## config.mk

```make
export PLATFORM = sky130hd
export DESIGN_NAME = oam_dma_m
export DESIGN_NICKNAME = d
export VERILOG_FILES = /design/src/rtl/oam_dma_m.sv
export SDC_FILE = /design/constraint.sdc
export NUM_CORES = 1
export LEC_CHECK = 0
export CAP_MARGIN = 10
export CORE_MARGIN = 2
export CORE_UTILIZATION = 30
export DETAILED_ROUTE_END_ITERATION = 8
export SETUP_SLACK_MARGIN = 0.05
export SYNTH_ARGS = -nofsm -noshare
export SYNTH_HDL_FRONTEND = slang
export SYNTH_SLANG_ARGS = --single-unit
```

## constraint.sdc

```tcl
create_clock -name clk -period 2.8 [get_ports clk]
set_clock_uncertainty 0.2 [all_clocks]
set_input_delay 0.42 -clock clk [delete_from_list [all_inputs] [get_ports clk]]
set_output_delay 0.42 -clock clk [all_outputs]
set_load 0.01 [all_outputs]
```

## src/rtl/oam_dma_m.sv

```systemverilog
// ---------------------------------------------------------------------------
// oam_dma_m
//
// Purpose:
//   Sprite-attribute (OAM) DMA engine. A CPU write to the DMA register at
//   16'hFF46 names a source page. The engine then copies 160 bytes from
//   {page, 00..9F} to FE00..FE9F, one byte every CYCLES_PER_BYTE clocks.
//   Every byte slot runs the same sequence:
//     - present the source address,
//     - capture the read data after READ_LATENCY clocks,
//     - strobe a single OAM write,
//     - idle on the destination address until the slot ends.
//
// Parameters:
//   CYCLES_PER_BYTE  clocks per transferred byte. Must be >= READ_LATENCY+2.
//   READ_LATENCY     clocks from the source address appearing on
//                    dma_req_addr_select_o to valid dma_req_read_out_i.
//
// Ports:
//   clk                          sole clock, rising edge
//   rst                          synchronous active-high reset
//   mmio_dma_if_addr_select_i    CPU register address (DMA reg at FF46)
//   mmio_dma_if_write_value_i    CPU write data
//   mmio_dma_if_write_enable_i   CPU write strobe
//   mmio_dma_if_read_out_o       DMA register readback (combinational)
//   dma_req_addr_select_o        DMA bus address, FFFF when no transfer
//   dma_req_write_value_o        byte written to OAM
//   dma_req_write_enable_o       OAM write strobe
//   dma_req_read_out_i           source read data
//   dma_active_o                 high while in START or XFER
// ---------------------------------------------------------------------------
module oam_dma_m #(
  parameter int CYCLES_PER_BYTE = 4,
  parameter int READ_LATENCY    = 2
) (
  input  logic        clk,
  input  logic        rst,
  input  logic [15:0] mmio_dma_if_addr_select_i,
  input  logic [7:0]  mmio_dma_if_write_value_i,
  input  logic        mmio_dma_if_write_enable_i,
  output logic [7:0]  mmio_dma_if_read_out_o,
  output logic [15:0] dma_req_addr_select_o,
  output logic [7:0]  dma_req_write_value_o,
  output logic        dma_req_write_enable_o,
  input  logic [7:0]  dma_req_read_out_i,
  output logic        dma_active_o
);

  localparam int SW = (CYCLES_PER_BYTE > 1) ? $clog2(CYCLES_PER_BYTE) : 1;

  // Slot-cycle landmarks, pre-sized to the slot counter width.
  localparam logic [SW-1:0] SLOT_LAST = SW'(CYCLES_PER_BYTE - 1);
  localparam logic [SW-1:0] SLOT_CAP  = SW'(READ_LATENCY);
  localparam logic [SW-1:0] SLOT_WR   = SW'(READ_LATENCY + 1);
  localparam logic [SW-1:0] SLOT_ONE  = SW'(1);

  localparam logic [15:0] REG_ADDR   = 16'hFF46;
  localparam logic [7:0]  LAST_INDEX = 8'd159;

  typedef enum logic [1:0] {
    IDLE,
    START,
    XFER
  } state_t;

  state_t        state_q, state_d;
  logic [7:0]    dmaReg_q;
  logic [7:0]    sp_q, sp_d;
  logic [7:0]    index_q, index_d;
  logic [SW-1:0] slot_q, slot_d;
  logic [7:0]    data_q, data_d;

  logic [15:0]   addr_q, addr_d;
  logic [7:0]    wval_q, wval_d;
  logic          we_q, we_d;
  logic          active_q, active_d;

  logic          regWrite;

  assign regWrite = mmio_dma_if_write_enable_i &&
                    (mmio_dma_if_addr_select_i == REG_ADDR);

  // Sequencer next state.
  // A register write always wins, including over the final slot
  // completing. This is how a new write restarts a running transfer.
  // The in-flight byte is dropped because START never strobes a write.
  always_comb begin
    state_d = state_q;
    sp_d    = sp_q;
    index_d = index_q;
    slot_d  = slot_q;
    if (regWrite) begin
      // Pages E0..FF mirror work RAM, so fold them down by 20h.
      sp_d    = (mmio_dma_if_write_value_i >= 8'hE0) ?
                (mmio_dma_if_write_value_i - 8'h20) :
                mmio_dma_if_write_value_i;
      index_d = 8'd0;
      slot_d  = '0;
      state_d = START;
    end else begin
      case (state_q)
        START: begin
          state_d = XFER;
          index_d = 8'd0;
          slot_d  = '0;
        end
        XFER: begin
          if (slot_q == SLOT_LAST) begin
            slot_d = '0;
            if (index_q == LAST_INDEX) begin
              state_d = IDLE;
              index_d = 8'd0;
            end else begin
              index_d = index_q + 8'd1;
            end
          end else begin
            slot_d = slot_q + SLOT_ONE;
          end
        end
        default: begin
          state_d = IDLE;
        end
      endcase
    end
  end

  // Output and capture next values, derived from the next sequencer
  // state so that all bus outputs are plain registers.
  // In each slot:
  //   - the source address is held through the capture cycle;
  //   - the bus then switches to the OAM address, which stays put
  //     until the slot ends;
  //   - the address therefore never falls back to FFFF between bytes.
  always_comb begin
    addr_d   = 16'hFFFF;
    we_d     = 1'b0;
    wval_d   = wval_q;
    data_d   = data_q;
    active_d = (state_d != IDLE);
    case (state_d)
      XFER: begin
        if (slot_d <= SLOT_CAP) begin
          addr_d = {sp_d, index_d};
        end else begin
          addr_d = {8'hFE, index_d};
        end
        we_d = (slot_d == SLOT_WR);
        // slot_d==SLOT_WR means the current cycle is the capture cycle.
        if (slot_d == SLOT_WR) begin
          data_d = dma_req_read_out_i;
          wval_d = dma_req_read_out_i;
        end
      end
      default: begin
        wval_d = 8'h00;
      end
    endcase
  end

  // State, register file and output registers; reset beats a CPU write.
  always_ff @(posedge clk) begin
    if (rst) begin
      state_q  <= IDLE;
      dmaReg_q <= 8'hFF;
      sp_q     <= 8'h00;
      index_q  <= 8'd0;
      slot_q   <= '0;
      data_q   <= 8'h00;
      addr_q   <= 16'hFFFF;
      wval_q   <= 8'h00;
      we_q     <= 1'b0;
      active_q <= 1'b0;
    end else begin
      if (regWrite) begin
        dmaReg_q <= mmio_dma_if_write_value_i;
      end
      state_q  <= state_d;
      sp_q     <= sp_d;
      index_q  <= index_d;
      slot_q   <= slot_d;
      data_q   <= data_d;
      addr_q   <= addr_d;
      wval_q   <= wval_d;
      we_q     <= we_d;
      active_q <= active_d;
    end
  end

  assign mmio_dma_if_read_out_o = dmaReg_q;
  assign dma_req_addr_select_o  = addr_q;
  assign dma_req_write_value_o  = wval_q;
  assign dma_req_write_enable_o = we_q;
  assign dma_active_o           = active_q;

endmodule

```

======== Word level (Yosys, flattened, before mapping) ========
Index checks and enable logic that the tools add are counted.
operators by class
  bitwise gates (word level) .............. 2
  order comparisons ....................... 2
  $add $sub $neg .......................... 3
  equal/unequal tests ..................... 7
  multiplexer cells ....................... 14
  reductions and logical operators ........ 4
operators with widths
  cell                                                   count
  2-to-1 mux 8 bit                                       5
  == test 16 bit, second input constant                  1
  case mux 8 bit (2 select lines)                        1
  2-to-1 mux 2 bit                                       5
  2-to-1 mux 9 bit                                       1
  adder 8 x 1 -> 8 bit, second input constant            1
  == test 2 bit, second input constant                   4
  == test 8 bit, second input constant                   1
  >= comparator 8 bit, second input constant             1
  case mux 2 bit (2 select lines)                        2
  subtractor 8 x 6 -> 8 bit, second input constant       1
  OR reduction 3 bit                                     1
  adder 2 x 1 -> 2 bit, second input constant            1
  == test 2 x 1 -> 1 bit, second input constant          1
  less-or-equal comparator 2 bit, second input constant  1
  NOT 1 bit                                              2
  nonzero test 2 bit                                     1
  OR reduction 2 bit                                     1
  logical AND 1 bit                                      1
word-level totals
  bits of input ports ..................... 35
  register bits after elaboration ......... 54
  word-level logic and storage cells ...... 42

======== Logic depth before layout (Yosys ltp) ========
  depth after elaboration ................. 8
  depth in mapped cells ................... 7
  mapped depth without buffers ............ 6

======== Worst setup path after synthesis ========
Ideal clock, no wire load.
  path type ............................... register to register
  start ................................... register state_q[0]
  end ..................................... register addr_q[10], in the netlist dma_req_addr_select_o[10]
  setup slack ............................. 0.666 ns
  arrival time ............................ 1.801 ns
  buffers on the path ..................... 1
  cell stages (with the launch flop) ...... 8
  cell sequence ........................... dfxtp_1 -> inv_1 -> ha_1 -> nand2b_1 -> a211o_1 -> a21oi_4 -> buf_4 -> nand4b_1
on the way
  longest elaborated chain between the ends .. 7
ends and longest elaborated chain
  element                                RTL line  source
  from (decl)                            66        state_t state_q, state_d;
  from (signal assigned)                 177       state_q <= state_d;
  2-to-1 mux 2 bit                       110       if (index_q == LAST_INDEX) begin
  2-to-1 mux 2 bit                       108       if (slot_q == SLOT_LAST) begin
  case mux 2 bit (2 select lines)        101       case (state_q)
  2-to-1 mux 2 bit                       92        if (regWrite) begin
  == test 2 bit                          n/a
  NOT 1 bit (no source line)             n/a
  OR reduction 3 bit (no source line) *  n/a
  to (signal assigned)                   182       addr_q <= addr_d;
  to (decl)                              73        logic [15:0] addr_q, addr_d;
Every way passes the cells marked *; elsewhere a longest branch is shown, timed or not.
A chain may end at the register's enable or synchronous reset.

======== Final worst setup path ========
  start ................................... register state_q[0]
  end ..................................... register addr_q[1], in the netlist dma_req_addr_select_o[1]
on the way
  longest elaborated chain between the ends .. 7
ends and longest elaborated chain
  element                              RTL line
  2-to-1 mux 2 bit                     110
  2-to-1 mux 2 bit                     108
  case mux 2 bit (2 select lines)      101
  2-to-1 mux 2 bit                     92
  == test 2 bit                        n/a
  NOT 1 bit (no source line)           n/a
  OR reduction 2 bit (no source line)  n/a
Several ways; a longest one is shown, not always the timed one.

==> run summary <==
The fraction of synthesis flops using an asynchronous set or reset pin is 0, and the delay contributed by the slowest stage of the critical path is 0.47 ns. The pre-CTS setup slack is 0.280 ns, and the clock insertion delay at the later pin of the skew report is 0.31 ns. The first routing iteration left 38 violations. STA classifies the critical path endpoint as a flip-flop. The proportion of layout cells with a drive suffix above 1 was 0.118. The first detailed-routing pass took 4 iterations. The worst reg-to-reg path cell count is 6, and the number of synthesized flops with an enable pin is 0. The worst hold path depth is 1.

The signal on the critical path passes through inv_1, ha_1, nand2b_1, a211o_1, a21oi_4, o211ai_1. The count of buffers from port buffering came out at 68. The multi-input combinational cells in the finished layout cover a total of 1090 sq um. The congestion estimate from routability-driven global placement came to 0.765. The net switching share of the total power works out to 0.222. Tracing the worst setup path back leads to its startpoint at state_q[0]$_SDFF_PP0_. Setup repair after global routing left no endpoint under its margin.

The clock sink count is 54, and the final count of pins violating max slew is 0. Summing every instance area after synthesis gives 2280 sq um. For the number of vias after detailed routing, the log shows 1886. For the effective utilization at floorplan, the log shows 0.312.

In the final layout, flip-flops and latches occupy 1080 sq um. The tools report the total nets after synthesis as 260. After global routing, the most crowded layer is met2. The run finished with clean final reports. STA classifies the critical path startpoint as a flip-flop. Detailed placement finished with a half-perimeter wire length of 3690 microns. In this run the number of H-tree levels came out at 2. The share of total power in sequential cells is 0.602. In this run the deepest clock path goes through 2 buffers.

The max-slew headroom at the worst pin was 0.542; the post-CTS setup-driven buffer insertion count was 0. The logs give 8330 sq um for the overall die area and 7330 sq um for the placeable core region. At the worst endpoint, the arrival time is 2.49 ns. The tools report the post-synthesis cell count as 220. Entering global routing, the biggest net connects 20 pins. Summed over all instances, the cell type with the most area after synthesis is sky130_fd_sc_hd__dfxtp_1. The sum of negative setup slack is 0 ns, and the number of gates given a new drive strength after cts is 0. The total global-route track usage was 0.122. The gate family responsible for the most delay along the worst path is compound AO/OA/AOI/OAI gates. The number of buffer and inverter stages on the critical path was 1; the internal power component was 991 uW.

The clock period could shrink to 2.54 ns. The fmax is 394 MHz, and the layout overhead on the synthesized area is 37.3%. STA puts the critical path data required time at 2.75 ns. After clock tree synthesis, the flow added hold-fix buffers numbering 0.

After filler insertion, the fill cell instance count of the layout stands at 688. The run gives 0 as the number of endpoints failing setup at the final stage. The run gives 0 as the final count of hold timing violations. For this run, the number of Yosys warnings is 0. The root buffer cell chosen for the clock tree is sky130_fd_sc_hd__clkbuf_8. The reg-to-reg critical path startpoint was state_q[0]$_SDFF_PP0_. The tools report the number of antenna violations at the first check in global routing as 0. The most frequently used flop master after synthesis was sky130_fd_sc_hd__dfxtp_1.

The tools report the top-level port count as 69. The logs give 1789 for the via count of the first global-routing pass and 0.00109 uW for the static leakage. The run gives 0.264 ns as the worst setup slack after layout.

After floorplanning, the core was divided into 31 placement rows. TritonCTS built the clock tree. The first global-routing pass estimated 8330 microns of wire. The top-area cell type share of the netlist area was 0.473; the power density of the placed cells was 406 nW/um^2.

By area the synthesized netlist is led by sky130_fd_sc_hd__dfxtp_1 (47%), sky130_fd_sc_hd__mux2i_1 (3.9%), sky130_fd_sc_hd__nor3_2 (3.9%), sky130_fd_sc_hd__nand3_1 (3.7%), sky130_fd_sc_hd__o21ai_0 (3.7%). The met3 track demand over resource was 0.0324; the part of the Yosys area used for sequential elements was 0.473. The detail route stage leaves a number of antenna-violating nets equal to 0. 0 antenna diodes ended up in the layout.

Type of the worst min-delay path: flip-flop to flip-flop. The die is 91.3 microns tall. Clock buffer count from CTS: 5. The hold slack is 0.257 ns, and the number of remaining DRC errors is 0.

The peak supply drop was 0.178 mV. The clock transition at the registers of the reported paths was 0.10 ns; the share of the core filled with cells was 0.428. Met1 demand-to-capacity share in global routing: 0.161. The critical path class is flip-flop to flip-flop.

Of all nets on the critical path, the largest fanout is 16. For the number of distinct library cells after synthesis, the log shows 45. The net count of the finished layout is 327.

The critical path runs through a total of 6 cells. Summed over all nets, the switching power comes to 283 uW. The count of state elements after synthesis was 54; the met2 usage was 0.196. For the pin with the worst max-slew slack, the measured transition is 0.687 ns.

In the routed layout, each cell is associated on average with a via count of 4.87. Total global routing overflow: 0. The routed wire length per instance was 13.1 microns. Combinational cell fraction of total power: 0.054. The horizontal die dimension was 91.3 microns. The cell with the largest stage delay on the worst path was sky130_fd_sc_hd__dfxtp_1. The relative contribution of the clock network to total power came out at 0.344. The mean instance size in the synthesized netlist was 10.4 sq um; the total wire length was 5090 microns. The tool flagged a number of max-cap violations equal to 0.

The startpoint identified for the worst hold timing path is sp_q[4]$_SDFF_PP0_. The part of the cycle the worst path needs was 0.906.
power groups by stage:
stage	Combinational, uW	Clock (uW)	Sequential [uW]
final	68.7	438	767
after floorplan	14.2	0	785
after CTS	69.1	450	767
after global placement	68.3	0	785
after detailed placement	68.6	0	785
after global routing	74.0	484	768
worst paths after layout:
path                                     endpoint  slack, ns
max           dma_req_addr_select_o[1]$_SDFF_PP1_       0.26
min          dma_req_addr_select_o[12]$_SDFF_PP1_       0.26
max reg2reg   dma_req_addr_select_o[1]$_SDFF_PP1_       0.26
min reg2reg  dma_req_addr_select_o[12]$_SDFF_PP1_       0.26
sequential cells by signal, summed over array words and instances, names as in the netlist:
name	cells
dma_active_o	1
dma_req_addr_select_o	16
dma_req_write_enable_o	1
dma_req_write_value_o	8
index_q	8
mmio_dma_if_read_out_o	8
slot_q	2
sp_q	8
state_q	2
cell usage in the layout (no fill, tap or decap), drive strengths merged, types with 7 or more instances in the layout:
| cell | instances |
|---|---|
| dfxtp | 54 |
| nor2 | 7 |
| a21oi | 13 |
| nand4b | 7 |
| nor3 | 16 |
| nand3 | 17 |
| clkdlybuf4s50 | 68 |
| mux2i | 9 |
| o21ai | 17 |
per-layer routing:
metal | up-vias | share of wire
met5 | - | 0
met4 | 0 | 0.012
met3 | 6 | 0.058
met2 | 60 | 0.45
met1 | 869 | 0.48
li1 | 951 | -
stage by stage:
step                      power, uW  cells  cell area [sq um]
after floorplan                 799    220               2280
after global placement          854    379               3050
after detailed placement        854    379               3050
after CTS                      1290    387               3140
after global routing           1330    387               3140
final                          1270    387               3140
cell usage after synthesis, types with 3 or more instances:
| master | number |
|---|---|
| sky130_fd_sc_hd__dfxtp_1 | 54 |
| sky130_fd_sc_hd__nand3_1 | 17 |
| sky130_fd_sc_hd__o21ai_0 | 17 |
| sky130_fd_sc_hd__a21oi_1 | 12 |
| sky130_fd_sc_hd__mux2i_1 | 9 |
| sky130_fd_sc_hd__nor3_2 | 9 |
| sky130_fd_sc_hd__nand4b_1 | 7 |
| sky130_fd_sc_hd__nor3_1 | 7 |
| sky130_fd_sc_hd__inv_1 | 6 |
| sky130_fd_sc_hd__nand2_1 | 6 |
| sky130_fd_sc_hd__nand4_1 | 6 |
| sky130_fd_sc_hd__nor2_1 | 6 |
| sky130_fd_sc_hd__clkbuf_1 | 5 |
| sky130_fd_sc_hd__ha_1 | 5 |
| sky130_fd_sc_hd__nor4_1 | 5 |
| sky130_fd_sc_hd__o211ai_1 | 5 |
| sky130_fd_sc_hd__buf_2 | 4 |
| sky130_fd_sc_hd__xnor2_1 | 4 |
| sky130_fd_sc_hd__a21o_1 | 3 |
| sky130_fd_sc_hd__buf_6 | 3 |
worst reg2reg max path: cells and delay by family, from the launching register on:
family                     cells  cell delay [ns]
and+or+nand+nor                1             0.27
DFF                            1             0.47
AOI/OAI and AO/OA              3             0.98
buffers and inverters          1             0.07
adders and majority gates      1             0.40
area by class of cell:
cell class              count  share of cell area
clock buffers               5              0.0219
inverters                   6             0.00718
clock inverters             3             0.00678
well taps                  99              0.0395
multi-input cells         146               0.349
flip-flops and latches     54               0.345
repair buffers             74               0.231
kinds of logic (layout without fill, tap and decap cells):
group | Yosys count | in the layout | share of synthesized area
buffers and inverters | 20 | 88 | 0.0482
muxes | 9 | 9 | 0.0394
adders and majority gates | 5 | 5 | 0.0274
and+or+nand+nor | 79 | 79 | 0.235
DFF | 54 | 54 | 0.473
xor gates and xnor gates | 4 | 4 | 0.0153
AOI/OAI and AO/OA | 49 | 49 | 0.161
Note: power is estimated with default switching activity, not from simulation.
